<file path="src/rtl/mtime_counter_if.sv">
`default_nettype none
// ============================================================================
// mtime_counter_if : control/status bundle for the prescaled mtime counter
// Rev 1.0
// ============================================================================
interface mtime_counter_if;
  logic [15:0] div;
  logic        enable;
  logic        wr_lo;
  logic        wr_hi;
  logic [3:0]  wmask;
  logic [31:0] wdata;
  logic        snap;
  logic [63:0] timer_counter;
  logic [31:0] snap_hi;
  logic        tick;
  logic        wrap;

  modport master (
    output div, enable, wr_lo, wr_hi, wmask, wdata, snap,
    input  timer_counter, snap_hi, tick, wrap
  );

  modport slave (
    input  div, enable, wr_lo, wr_hi, wmask, wdata, snap,
    output timer_counter, snap_hi, tick, wrap
  );
endinterface
`default_nettype wire

</file>
<file path="src/rtl/mtime_counter.sv">
`default_nettype none
// ============================================================================
// mtime_counter : prescaled 64-bit machine timer with byte-masked writes and
//                 an upper-word snapshot for coherent split reads. Rev 1.0
// ============================================================================
module mtime_counter (
  input  wire logic      clk,
  input  wire logic      resetn,
  mtime_counter_if.slave bus
);
  logic [15:0] psc;
  logic [15:0] psc_next;
  logic [63:0] mtime;
  logic [63:0] mtime_next;
  logic [31:0] snap_hi;
  logic        tick;
  logic        tick_next;
  logic        wrap;
  logic        wrap_next;
  logic        wr_any;

  assign wr_any = bus.wr_lo | bus.wr_hi;

  // Writes win over counting; unselected bytes keep the pre-increment value.
  always_comb begin
    mtime_next = mtime;
    psc_next   = psc;
    tick_next  = 1'b0;
    wrap_next  = 1'b0;
    if (wr_any) begin
      for (int n = 0; n < 4; n++) begin
        if (bus.wmask[n]) begin
          if (bus.wr_lo) mtime_next[8*n +: 8]      = bus.wdata[8*n +: 8];
          if (bus.wr_hi) mtime_next[32 + 8*n +: 8] = bus.wdata[8*n +: 8];
        end
      end
      psc_next = 16'd0;
    end else if (bus.enable) begin
      // >= lets a shrinking div end the current period on the next edge.
      if (psc >= bus.div) begin
        psc_next   = 16'd0;
        mtime_next = mtime + 64'd1;
        tick_next  = 1'b1;
        wrap_next  = &mtime;
      end else begin
        psc_next = psc + 16'd1;
      end
    end
  end

  always_ff @(posedge clk or negedge resetn) begin
    if (!resetn) begin
      psc     <= 16'd0;
      mtime   <= 64'd0;
      snap_hi <= 32'd0;
      tick    <= 1'b0;
      wrap    <= 1'b0;
    end else begin
      psc   <= psc_next;
      mtime <= mtime_next;
      tick  <= tick_next;
      wrap  <= wrap_next;
      if (bus.snap) snap_hi <= mtime_next[63:32];
    end
  end

  assign bus.timer_counter = mtime;
  assign bus.snap_hi       = snap_hi;
  assign bus.tick          = tick;
  assign bus.wrap          = wrap;

endmodule
`default_nettype wire

</file>
<file path="src/flat_wrapper.sv">
// flat-port wrapper written by rule: the top's interface ports become plain ports
module mtime_counter_flat 
  (clk, resetn, bus_div, bus_enable, bus_wr_lo, bus_wr_hi, bus_wmask, bus_wdata, bus_snap, bus_timer_counter, bus_snap_hi, bus_tick, bus_wrap);
  mtime_counter_if bus_i ();
  input  wire logic clk;
  input  wire logic resetn;
  input wire logic [$bits(bus_i.div)-1:0] bus_div;
  input wire logic [$bits(bus_i.enable)-1:0] bus_enable;
  input wire logic [$bits(bus_i.wr_lo)-1:0] bus_wr_lo;
  input wire logic [$bits(bus_i.wr_hi)-1:0] bus_wr_hi;
  input wire logic [$bits(bus_i.wmask)-1:0] bus_wmask;
  input wire logic [$bits(bus_i.wdata)-1:0] bus_wdata;
  input wire logic [$bits(bus_i.snap)-1:0] bus_snap;
  output wire logic [$bits(bus_i.timer_counter)-1:0] bus_timer_counter;
  output wire logic [$bits(bus_i.snap_hi)-1:0] bus_snap_hi;
  output wire logic [$bits(bus_i.tick)-1:0] bus_tick;
  output wire logic [$bits(bus_i.wrap)-1:0] bus_wrap;
  assign bus_i.div = bus_div;
  assign bus_i.enable = bus_enable;
  assign bus_i.wr_lo = bus_wr_lo;
  assign bus_i.wr_hi = bus_wr_hi;
  assign bus_i.wmask = bus_wmask;
  assign bus_i.wdata = bus_wdata;
  assign bus_i.snap = bus_snap;
  assign bus_timer_counter = bus_i.timer_counter;
  assign bus_snap_hi = bus_i.snap_hi;
  assign bus_tick = bus_i.tick;
  assign bus_wrap = bus_i.wrap;
  mtime_counter u_core (.clk(clk), .resetn(resetn), .bus(bus_i));
endmodule
</file>
<file path="config.mk">
export PLATFORM = sky130hd
export DESIGN_NAME = mtime_counter_flat
export DESIGN_NICKNAME = d
export VERILOG_FILES = /design/src/rtl/mtime_counter_if.sv /design/src/rtl/mtime_counter.sv /design/src/flat_wrapper.sv
export SDC_FILE = /design/constraint.sdc
export NUM_CORES = 1
export LEC_CHECK = 0
export ABC_CLOCK_PERIOD_IN_PS = 5300
export BUFFER_PORTS_ARGS = -buffer_cell sky130_fd_sc_hd__buf_4
export CORE_MARGIN = 5
export CORE_UTILIZATION = 45
export CTS_CLUSTER_SIZE = 40
export DETAILED_ROUTE_END_ITERATION = 10
export PLACE_DENSITY = 0.68
export SLEW_MARGIN = 20
export SYNTH_ARGS = -nofsm -noshare
export SYNTH_HDL_FRONTEND = slang
export SYNTH_SLANG_ARGS = --single-unit
</file>
<file path="constraint.sdc">
create_clock -name clk -period 5.3 [get_ports clk]
set_input_delay 0.265 -clock clk [delete_from_list [all_inputs] [get_ports clk]]
set_output_delay 0.265 -clock clk [all_outputs]
set_load 0.02 [all_outputs]
</file>
## Yosys cells after proc, flatten, opt, wreduce, memory -nomap -nowiden

Cells that the tools add are included.

- Bits in registers: 114
- Input port bits: 58
- Output and inout bits: 98

- $add $sub $neg: 2
- $lt $le $gt $ge: 1
- Equality and inequality tests: 5
- Multiplexer cells: 28
- Bitwise operators: 1
- Reductions and logical operators: 7

Operators with widths:

| cell | count |
|---|---|
| two-way mux 64 bit | 3 |
| two-way mux 8 bit | 16 |
| adder 64 x 1 -> 64 bit, second input constant | 1 |
| AND reduction 64 bit | 1 |
| two-way mux 16 bit | 3 |
| adder 16 x 1 -> 16 bit, second input constant | 1 |
| greater-or-equal comparator 16 bit | 1 |
| AND reduction 4 bit | 4 |
| inequality test 2 bit, second input constant | 5 |
| two-way mux 1 bit | 6 |
| nonzero test 2 bit | 2 |
| bitwise OR 1 bit | 1 |

## Depth between registers and ports, before layout

Gate-level depths: netlist of the first run.

- Depth after elaboration: 4
- Mapped depth: 12

## Worst setup path after synthesis of the first run

Ideal clock, no wire load.

- Path type: register to register
- Start: register u_core.psc[13]
- End: register u_core.mtime[25] (netlist: u_core.bus.timer_counter[25])
- Data arrival time: 2903 ps
- Data required time: 5174 ps
- Path slack: 2271 ps
- Cell stages (with the launch flop): 11
- Path buffers: 2
- Path through: dfrtp_1 -> ha_1 -> nand4_1 -> or3_1 -> or4_4 -> a31o_1 -> buf_6 -> clkinv_4 -> buf_8 -> mux2_2 -> a221o_1

- Cells in the longest elaborated chain, start to end: 3

RTL lines:

| what | line | source |
|---|---|---|
| from (decl) | mtime_counter.sv:11 | `logic [15:0] psc;` |
| from (signal assigned) | mtime_counter.sv:59 | `psc <= psc_next;` |
| greater-or-equal comparator 16 bit | mtime_counter.sv:40 | `if (psc >= bus.div) begin` |
| nonzero test 2 bit (no source line) | n/a |  |
| AND reduction 4 bit (no source line) | n/a |  |
| to (signal assigned) | mtime_counter.sv:60 | `mtime <= mtime_next;` |
| to (decl) | mtime_counter.sv:13 | `logic [63:0] mtime;` |

No other way between the ends.
A chain may end at the register's enable or synchronous reset.

## Worst setup path after layout of the first run

- Start: register u_core.psc[0]
- End: register u_core.psc[0]

- Cells in the longest elaborated chain, start to end: 4
- Elaborated cells between the ends (all ways): 5

RTL lines:

| what | line | source |
|---|---|---|
| adder 16 x 1 -> 16 bit / greater-or-equal comparator 16 bit (equally long branches) | mtime_counter.sv:46, mtime_counter.sv:40 |  |
| two-way mux 16 bit (*) | mtime_counter.sv:40 |  |
| two-way mux 16 bit (*) | mtime_counter.sv:38 | `end else if (bus.enable) begin` |
| two-way mux 16 bit (*) | mtime_counter.sv:30 | `if (wr_any) begin` |

Mark *: on every way between the ends. The rest lies on a longest branch, timed or not. The select of a mux whose other input is x is not followed.

==> results of run 1 <==
## metal layers
layer	vias to the layer above	global-route usage (%)
met4	0	11.0
met3	52	5.65
met1	3441	38.0
li1	3325	-
met5	-	0
met2	344	37.4
## path summary, 6_finish.rpt
path	start	end	cells after the start	slack (ns)
setup / recovery	u_core.psc[0]	u_core.psc[0]	8	1.80
hold / removal	bus_wdata[6]	u_core.bus.timer_counter[6]	2	0.08
setup reg to reg	u_core.psc[0]	u_core.psc[0]	8	1.80
hold reg to reg	u_core.bus.snap_hi[10]	u_core.bus.snap_hi[10]	2	0.48
max in group asynchronous	resetn	u_core.bus.timer_counter[23]	3	3.56
min in group asynchronous	resetn	u_core.psc[0]	2	0.42
## cell families (layout without fill, tap and decap cells)
logic type | count (synthesis) | count (layout) | share of synthesized area [%]
fa+ha+maj | 18 | 18 | 3.19
buf+inv | 74 | 229 | 4.93
simple gates | 403 | 403 | 27.5
compound gates | 169 | 169 | 20.2
flops | 114 | 114 | 40.5
mux | 20 | 20 | 2.98
xor+xnor | 6 | 6 | 0.745
## layout make-up
type / instances / area (sq um)
fill: 1412 / 6360
multi-input combinational: 616 / 3850
sequential: 114 / 2850
timing repair buffer: 161 / 1220
clock buffer: 27 / 513
tap: 211 / 264
inverter: 37 / 144
clock inverter: 4 / 47.5
## what timing repair did
item / in CTS / in global routing
setup endpoints to repair: 0 / 0
hold buffers: 1 / 0
buffers inserted: 0 / 0
hold endpoints to repair: 50 / 0
## Yosys cell counts, types with 8 or more instances
cell type	count
a211oi_1	9
ha_1	18
o41ai_2	12
mux2i_1	12
nand3_1	39
a22oi_1	10
a31oi_1	8
o41ai_1	16
nor3_1	70
and2_1	12
nor2_1	92
dfrtp_1	114
nand2_1	101
nor4_1	14
a311oi_1	13
o21ai_0	11
and4_1	8
inv_1	35
a221o_1	11
clkbuf_1	24
a21oi_1	14
a21o_1	8
mux2_2	8
nand4_1	16
and3_1	26
## flip-flops by register name (all words and copies together), names as in the netlist
name	count
u_core.bus.tick	1
u_core.bus.timer_counter	64
u_core.psc	16
u_core.bus.wrap	1
u_core.bus.snap_hi	32
## through the flow
stage	total power [mW]	cells	hold slack, ns
2_1_floorplan	1.43	804	-0.0306
3_3_place_gp	1.75	1138	0.342
3_5_place_dp	1.75	1138	0.340
4_1_cts	2.85	1170	0.0693
5_1_grt	2.95	1170	0.0824
6_report	2.84	1170	0.0827
## critical path: stages, from the launching register on
cell and delay [ns]:
dfrtp_1 0.39, inv_1 0.06, ha_1 0.26, nand2b_1 0.14
a2111oi_0 0.80, or4_4 0.29, nand3_1 0.33, nor3_1 0.87
mux2_2 0.29
## power groups by stage
stage                     Clock [mW]  Sequential [mW]  Combinational [mW]
after detailed placement           0             1.11               0.634
after global placement             0             1.12               0.629
final                           1.10             1.11               0.634
after global routing            1.15             1.12               0.682
after CTS                       1.11             1.10               0.637
after floorplan                    0             1.20               0.227
==> flow_metrics.py, run 1 <==
metrics = {
    "place": {
        "place.gp.congestion": 0.856,
        "hpwlAfterDp_um": 17600,
        "place_ws_ns": 1.96,
        "placed_cell_area_sq_mm": 0.00832,
        "port_buffers": 155,
    },
    "setup_path": {
        "arrival_ns": 3.85,
        "cp.required_ns": 5.65,
        "start_kind": "register",
        "cp-end-kind": "register",
        "crit_fanout": 7,
        "setup.worst_path.class": "reg -> reg",
    },
    "clocking": {
        "cts_resized": 0,
        "clkLatencyLatePin_ns": 0.42,
        "cts_buffer_depth": 2,
        "clockRootBuffer": "clkbuf_16",
        "cts.sinks": 114,
        "cts_tree": "yes",
        "cts_buffers": 17,
        "clk_pin_slew_ns": 0.06,
        "htreeDepth": 4,
    },
    "power": {
        "cellPowerDensity_mw_per_mm2": 319,
        "pwr-share-seq_pct": 38.9,
        "switching_share_pct": 31.6,
        "p_comb_share_pct": 22.3,
        "cellInternalPower_mw": 1.94,
        "power_switching_uw": 897,
        "ir_drop_uv": 245,
        "leakagePower_nw": 3.91,
        "clkPwrFrac_pct": 38.8,
    },
    "floorplanning": {
        "initial_core_util_pct": 46.2,
        "die_h_um": 135,
        "rows": 45,
        "die_w_um": 135,
        "core-area_sq_mm": 0.0153,
        "num_io_pins": 156,
        "die_area_sq_mm": 0.0183,
    },
    "timing": {
        "finalHoldViolCount": 0,
        "setup_viol": 0,
        "fmax_mhz": 286,
        "setup_tns_ns": 0,
        "drv_slew": 0,
        "layout_worst_path_cycle_share_pct": 66.0,
        "tightest_slew_ns": 0.964,
        "finClkSkew_ns": 0.00795,
        "rsz0062_at_grt": "no",
        "fin_ws_ns": 1.80,
        "relSlewSlack_pct": 35.2,
        "fin_crit_ns": 3.50,
    },
    "synth": {
        "postSynth.asyncResetShare_pct": 100,
        "synth-edff-count": 0,
        "synthDistinctLibCells": 65,
        "syn_nets": 880,
        "ys_seq_area_share_pct": 40.5,
        "synth_area_leaders": "dfrtp_1 (40%), nand2_1 (5.4%), nor3_1 (5.0%), nor2_1 (4.9%), ha_1 (3.2%)",
        "synth-seq-cells": 114,
        "synthFlopType": "dfrtp_1",
        "synth_top_area_cell": "dfrtp_1",
        "yosysWarnings": 0,
        "synthCells": 804,
        "syn_avg_cell_area_sq_um": 8.77,
        "yosys.area.top_type_share_pct": 40.5,
        "syn-cell-area_sq_mm": 0.00705,
    },
    "final_layout": {
        "layout-drive-gt1-share_pct": 22.4,
        "fin_util_pct": 58.3,
        "final_cell_mix": "buf_4 (159), dfrtp_1 (114), nand2_1 (101)",
        "final_common_cell": "buf_4",
        "nets": 1023,
        "num_antenna_cells": 0,
        "area_growth_pct": 26.2,
        "finalInstanceArea_sq_mm": 0.00889,
    },
    "route": {
        "wire_per_inst_um": 20.4,
        "wl_met3_um": 1960,
        "antenna_left": 0,
        "drt_drc_violations_left": 0,
        "drt-pass1-iter-count": 6,
        "routed_wl_um": 23900,
        "met1_length_um": 10900,
        "drt_iter0_markers": 730,
        "vias": 7162,
        "top_layer": "met4",
        "wl_met2_um": 10400,
        "via_per_inst": 6.12,
    },
    "global_route": {
        "gr-total-overflow": 0,
        "grt_pass1_vias": 6812,
        "grt_pass1_wl_um": 37500,
        "antenna_found_initial": 0,
        "gr-usage-all-layers_pct": 26.1,
        "grt_max_degree": 65,
    },
    "hold_path": {
        "worstHoldPathType": "in -> reg",
    },
    "run_status": {
        "status": "complete, no violations",
    },
    "flow_run": {
        "max_cap_violations": 0,
    },
}
No activity file was read; power rests on OpenSTA's default activity.
==> inputs of run 2 (changes only) <==
Settings changed: ABC_CLOCK_PERIOD_IN_PS 5300 to 3050, PLACE_DENSITY 0.68 to 0.71.
Clock period 5.3 ns to 3.05 ns, I/O delays scaled along.
==> run 2 against run 1 <==
  * Via count up 4.5%
  * Cell area up 4.7%
  * Cell count up 4.4%
  * Power up 69%
  * Highest routed layer unchanged
==> flow_metrics.py, run 2 (synthesis results as in run 1) <==
metrics = {
    "floorplanning": {
        "die_w_um": 135,
        "core-area_sq_mm": 0.0153,
        "rows": 45,
        "num_io_pins": 156,
        "die_area_sq_mm": 0.0183,
        "die_h_um": 135,
        "initial_core_util_pct": 46.2,
    },
    "clocking": {
        "clk_pin_slew_ns": 0.06,
        "clockRootBuffer": "clkbuf_16",
        "clkLatencyLatePin_ns": 0.42,
        "cts_tree": "yes",
        "cts_buffers": 17,
        "cts.sinks": 114,
        "htreeDepth": 4,
        "cts_buffer_depth": 2,
    },
    "setup_path": {
        "cp.required_ns": 3.36,
        "crit_fanout": 32,
        "reg2reg_to": "u_core.bus.timer_counter[12]",
        "r2r_slack_ns": 0.08,
        "crit_path_max_incr_delay_ns": 0.58,
        "setup.worst_path.class": "reg -> reg",
        "reg2regPathDepth": 9,
        "slowest_stage": "or4_4",
        "path_buf_inv": 2,
        "crit_chain": "ha_1 -> nand4_1 -> or3_4 -> or4_4 -> a31o_4 -> buf_12 -> buf_4 -> o32a_1 -> o21a_1",
        "reg2reg_from": "u_core.psc[15]",
        "cp-end-kind": "register",
        "crit_family": "simple AND/OR/NAND/NOR gates",
        "start_kind": "register",
        "startpoint": "u_core.psc[15]",
        "arrival_ns": 3.28,
    },
    "global_route": {
        "antenna_found_initial": 0,
        "gr-total-overflow": 0,
        "grt_max_degree": 73,
        "grt_pass1_wl_um": 37900,
        "gr-usage-all-layers_pct": 26.5,
        "grt_pass1_vias": 6971,
    },
    "hold_path": {
        "whs_path_depth": 2,
        "worstHoldStart": "bus_wdata[9]",
        "worstHoldPathType": "in -> reg",
        "whs_endpoint": "u_core.bus.timer_counter[9]",
    },
    "timing": {
        "fmax_mhz": 336,
        "setup_tns_ns": 0,
        "fin_crit_ns": 2.97,
        "fin_ws_ns": 0.0778,
        "setup_viol": 0,
        "finClkSkew_ns": 0.00552,
        "tightest_slew_ns": 0.808,
        "drv_slew": 0,
        "relSlewSlack_pct": 46.1,
        "layout_worst_path_cycle_share_pct": 97.5,
        "finalHoldViolCount": 0,
    },
    "route": {
        "antenna_left": 0,
        "wire_per_inst_um": 20.0,
        "via_per_inst": 6.13,
        "routed_wl_um": 24400,
        "drt_drc_violations_left": 0,
        "drt-pass1-iter-count": 7,
        "drt_iter0_markers": 813,
        "vias": 7485,
    },
    "final_layout": {
        "nets": 1073,
        "n_fill_cell": 1347,
        "final_cell_mix": "buf_4 (197), dfrtp_1 (114), nand2_1 (101)",
        "area_growth_pct": 32.1,
        "num_antenna_cells": 0,
        "largest_reg_flops": 64,
        "layout-drive-gt1-share_pct": 26.0,
        "final_common_cell": "buf_4",
    },
    "place": {
        "port_buffers": 155,
        "hpwlAfterDp_um": 18200,
        "place_ws_ns": 0.0135,
        "place.gp.congestion": 0.901,
    },
    "power": {
        "leakagePower_nw": 4.17,
        "ir_drop_uv": 444,
        "cellPowerDensity_mw_per_mm2": 516,
    },
    "flow_run": {
        "max_cap_violations": 0,
    },
    "run_status": {
        "status": "complete, no violations",
    },
}
run 2: changes by cell type in the layout (fill, tap and decap cells not counted), moves of 3 or more:
cell	change
o41ai_2	+3
o41ai_1	-3
clkinv_2	+7
clkbuf_1	-3
dlygate4sd3_1	+10
buf_4	+38
clkbuf_8	-4
run 2: area by class of cell:
class | instances | area (sq um) | share of cell area, %
Clock buffer | 20 | 447 | 4.80
Clock inverter | 12 | 67.6 | 0.725
Inverter | 37 | 146 | 1.57
Multi-Input combinational cell | 616 | 3890 | 41.7
Sequential cell | 114 | 2850 | 30.6
Tap cell | 211 | 264 | 2.83
Timing Repair Buffer | 211 | 1650 | 17.7
run 2: how the worst max path moves through the flow:
stage | depth (start not counted) | end | slack (ns)
floorplan | 10 | u_core.bus.timer_counter[25] | 0.02
global placement | 8 | u_core.bus.timer_counter[6] | 0.06
detailed placement | 9 | u_core.bus.snap_hi[1] | 0.01
CTS | 8 | u_core.bus.snap_hi[26] | 0.005
global route | 9 | u_core.bus.timer_counter[12] | -0.01
finish | 9 | u_core.bus.timer_counter[12] | 0.08
run 2: timing repair:
item | in CTS | in global routing
setup buffers | 1 | 1
hold buffers | 11 | 0
resized for setup | 0 | 7
pin swaps | 1 | 2
endpoints found under the hold margin | 52 | 0
setup endpoints to repair | 1 | 55
run 2: per-layer routing:
metal	vias to the layer above	GRT usage [%]	share of wire, %
met5	-	0	0
met4	0	9.74	3.2
met3	54	6.05	9.9
met2	430	39.7	44
met1	3576	37.5	43
li1	3425	-	-
run 2: metrics by stage:
| stage | total power [mW] | hold WS [ns] | cells | area [sq um] | util, % |
|---|---|---|---|---|---|
| after global routing | 5.00 | 0.0128 | 1221 | 9310 | 61.0 |
| after detailed placement | 3.05 | 0.196 | 1176 | 8630 | 56.6 |
| after floorplan | 2.48 | -0.143 | 804 | 7050 | - |
| final | 4.81 | 0.0161 | 1221 | 9310 | 61.0 |
| after CTS | 4.82 | 0.00201 | 1220 | 9270 | 60.7 |
| after global placement | 3.04 | 0.196 | 1176 | 8630 | 56.6 |
run 2: power breakdown:
part | total, mW | internal, mW | switching, mW
Combinational | 1.14 | 0.489 | 0.646
Sequential | 1.92 | 1.69 | 0.234
Clock | 1.75 | 1.04 | 0.707
==> inputs of run 3 (changes only) <==
Settings changed: ABC_AREA set to 1, PLACE_DENSITY 0.71 to 0.7.
==> run 3 against run 2 <==
  * Synthesized cell count increased by 38%
  * Global-route usage decreased by 0.82 points
  * Sequential power increased by 2%
  * Die area increased by 8.7%
  * Combinational power increased by 12%
  * Cell count increased by 22%
  * Synthesized area increased by 9.4%
  * Power increased by 9.6%
  * Sequential share of layout area decreased by 1.1 points
  * Utilization decreased by 3.2 points
  * Critical path type unchanged
  * Largest cell class unchanged
  * Highest routed layer unchanged
==> flow_metrics.py, run 3 <==
metrics = {
    "run_status": {
        "status": "complete, no violations",
    },
    "final_layout": {
        "final_cell_mix": "nand2_1 (344), buf_4 (160), nand3_1 (152)",
        "n_fill_cell": 1607,
        "layout-drive-gt1-share_pct": 18.2,
        "num_antenna_cells": 0,
        "fin_util_pct": 57.9,
        "nets": 1335,
        "finalInstanceArea_sq_mm": 0.00966,
        "multi_input_area_sq_mm": 0.00419,
        "area_growth_pct": 25.3,
        "register_area_sq_mm": 0.00285,
        "largest_reg_flops": 64,
        "final_common_cell": "nand2_1",
    },
    "synth": {
        "syn-cell-area_sq_mm": 0.00771,
        "yosysWarnings": 0,
        "synthDistinctLibCells": 40,
        "yosysMostFrequentCell": "nand2_1",
        "ys_seq_area_share_pct": 37.0,
        "synth_top_area_cell": "dfrtp_1",
        "ys_top_cells_by_count": "nand2_1 (344), nand3_1 (152), inv_1 (130)",
        "synthCells": 1113,
        "syn_nets": 1189,
        "synthFlopType": "dfrtp_1",
        "synth-edff-count": 0,
        "synth-seq-cells": 114,
        "postSynth.asyncResetShare_pct": 100,
        "yosys.area.top_type_share_pct": 37.0,
        "synth_area_leaders": "dfrtp_1 (37%), nand2_1 (17%), nand3_1 (9.9%), inv_1 (6.3%), nor2_1 (4.9%)",
        "syn_avg_cell_area_sq_um": 6.93,
    },
    "route": {
        "wire_per_inst_um": 17.0,
        "drt-pass1-iter-count": 5,
        "antenna_left": 0,
        "drt_drc_violations_left": 0,
        "via_per_inst": 5.35,
        "vias": 7986,
        "drt_iter0_markers": 600,
        "routed_wl_um": 25300,
    },
    "hold_path": {
        "worstHoldStart": "bus_wdata[1]",
        "worstHoldPathType": "in -> reg",
    },
    "floorplanning": {
        "die_w_um": 141,
        "rows": 47,
        "num_io_pins": 156,
        "die_area_sq_mm": 0.0199,
        "core-area_sq_mm": 0.0167,
        "initial_core_util_pct": 46.2,
        "die_h_um": 141,
    },
    "setup_path": {
        "critPathMostFrequentCell": "nand2_1",
        "crit_chain": "ha_1 -> a21oi_1 -> nand2_1 -> nand2_1 -> nand2_1 -> nand2_1 -> nand2_1 -> nand2_1 -> nand2_1 -> inv_1 -> nand2_1 -> o211ai_1",
        "start_kind": "register",
        "crit_fanout": 16,
        "reg2reg_from": "u_core.psc[3]",
        "arrival_ns": 2.95,
        "setup.worst_path.class": "reg -> reg",
        "cp.required_ns": 3.38,
        "cp-end-kind": "register",
        "r2r_slack_ns": 0.43,
        "slowest_stage": "nand2_1",
        "startpoint": "u_core.psc[3]",
        "crit_path_max_incr_delay_ns": 0.45,
    },
    "global_route": {
        "antenna_found_initial": 0,
        "grt_pass1_vias": 7676,
        "grt_max_degree": 63,
        "gr-usage-all-layers_pct": 25.7,
        "gr-total-overflow": 0,
        "grt_pass1_wl_um": 40600,
    },
    "clocking": {
        "cts_resized": 0,
        "clockRootBuffer": "clkbuf_16",
        "cts_buffer_depth": 2,
        "cts.sinks": 114,
        "clkLatencyLatePin_ns": 0.42,
        "htreeDepth": 4,
        "cts_tree": "yes",
        "hold_buffers": 2,
        "cts_buffers": 17,
        "clk_pin_slew_ns": 0.06,
        "post_cts_buffers": 0,
    },
    "timing": {
        "finClkSkew_ns": 0.00824,
        "rsz0062_at_grt": "no",
        "drv_slew": 0,
        "fin_crit_ns": 2.62,
        "tightest_slew_ns": 0.937,
        "fmax_mhz": 382,
        "layout_worst_path_cycle_share_pct": 85.9,
        "setup_tns_ns": 0,
        "finalHoldViolCount": 0,
        "relSlewSlack_pct": 37.5,
        "fin_ws_ns": 0.429,
        "setup_viol": 0,
    },
    "place": {
        "hpwlAfterDp_um": 19100,
        "place_ws_ns": 0.455,
        "port_buffers": 155,
        "placed_cell_area_sq_mm": 0.00905,
        "place.gp.congestion": 0.976,
    },
    "power": {
        "ir_drop_uv": 382,
        "cellPowerDensity_mw_per_mm2": 545,
        "leakagePower_nw": 4.86,
    },
    "flow_run": {
        "max_cap_violations": 0,
    },
}
[run 3: changes by cell type in the layout (fill, tap and decap cells not counted), sizes merged, moves of 22 or more]
cell	previous run	this run
nor3	70	17
inv	37	134
o211ai	0	38
nor2	92	119
and3	26	0
nand2	101	349
xor2	2	24
nand3	39	157
o41ai	28	0
buf	200	161
[run 3: path summary, 6_finish.rpt]
path                       cells past startpoint                           end
max                                           12  u_core.bus.timer_counter[13]
max in group asynchronous                      3  u_core.bus.timer_counter[32]
min                                            3   u_core.bus.timer_counter[1]
max reg2reg                                   12  u_core.bus.timer_counter[13]
min reg2reg                                    2        u_core.bus.snap_hi[30]
min in group asynchronous                      2        u_core.bus.snap_hi[30]
[run 3: final cells by class]
type / instances / area share, %
inverters: 136 / 5.28
clock buffers: 22 / 4.70
clock inverters: 10 / 1.39
multi-input cells: 827 / 43.4
flip-flops and latches: 114 / 29.5
repair buffers: 163 / 12.8
well taps: 220 / 2.85
[run 3: worst max-delay path, delay by kind of cell (launching register included)]
family          cells  cell delay, ns
simple gates        8            1.23
flops               1            0.43
fa+ha+maj           1            0.33
buf+inv             1            0.28
compound gates      2            0.27
[run 3: routing by layer]
| layer | vias up | global-route usage (%) | part of all wire [%] |
|---|---|---|---|
| li1 | 3919 | - | - |
| met1 | 3708 | 35.9 | 45 |
| met2 | 312 | 39.4 | 45 |
| met3 | 47 | 5.49 | 7.5 |
| met4 | 0 | 9.13 | 3.1 |
| met5 | - | 0 | 0 |
[run 3: cell families after synthesis]
logic type,Yosys count,share of synthesized area [%]
AO/OA/AOI/OAI,99,8.14
XOR/XNOR,36,4.09
adder cells (fa/ha/maj),18,2.92
buffers and inverters,172,8.65
flip-flops,114,37.0
AND/OR/NAND/NOR,674,39.2
[run 3: per-stage QoR]
step	hold slack [ns]	std cells	power, mW
2_1_floorplan	-0.143	1113	2.64
3_3_place_gp	0.234	1458	3.25
3_5_place_dp	0.239	1458	3.26
4_1_cts	0.00173	1492	5.30
5_1_grt	0.0161	1492	5.52
6_report	0.0156	1492	5.27
[run 3: power by group]
group / internal (mW) / switching (mW)
logic: 0.500 / 0.777
clock network: 1.30 / 0.726
registers: 1.70 / 0.259
total: 3.50 / 1.76
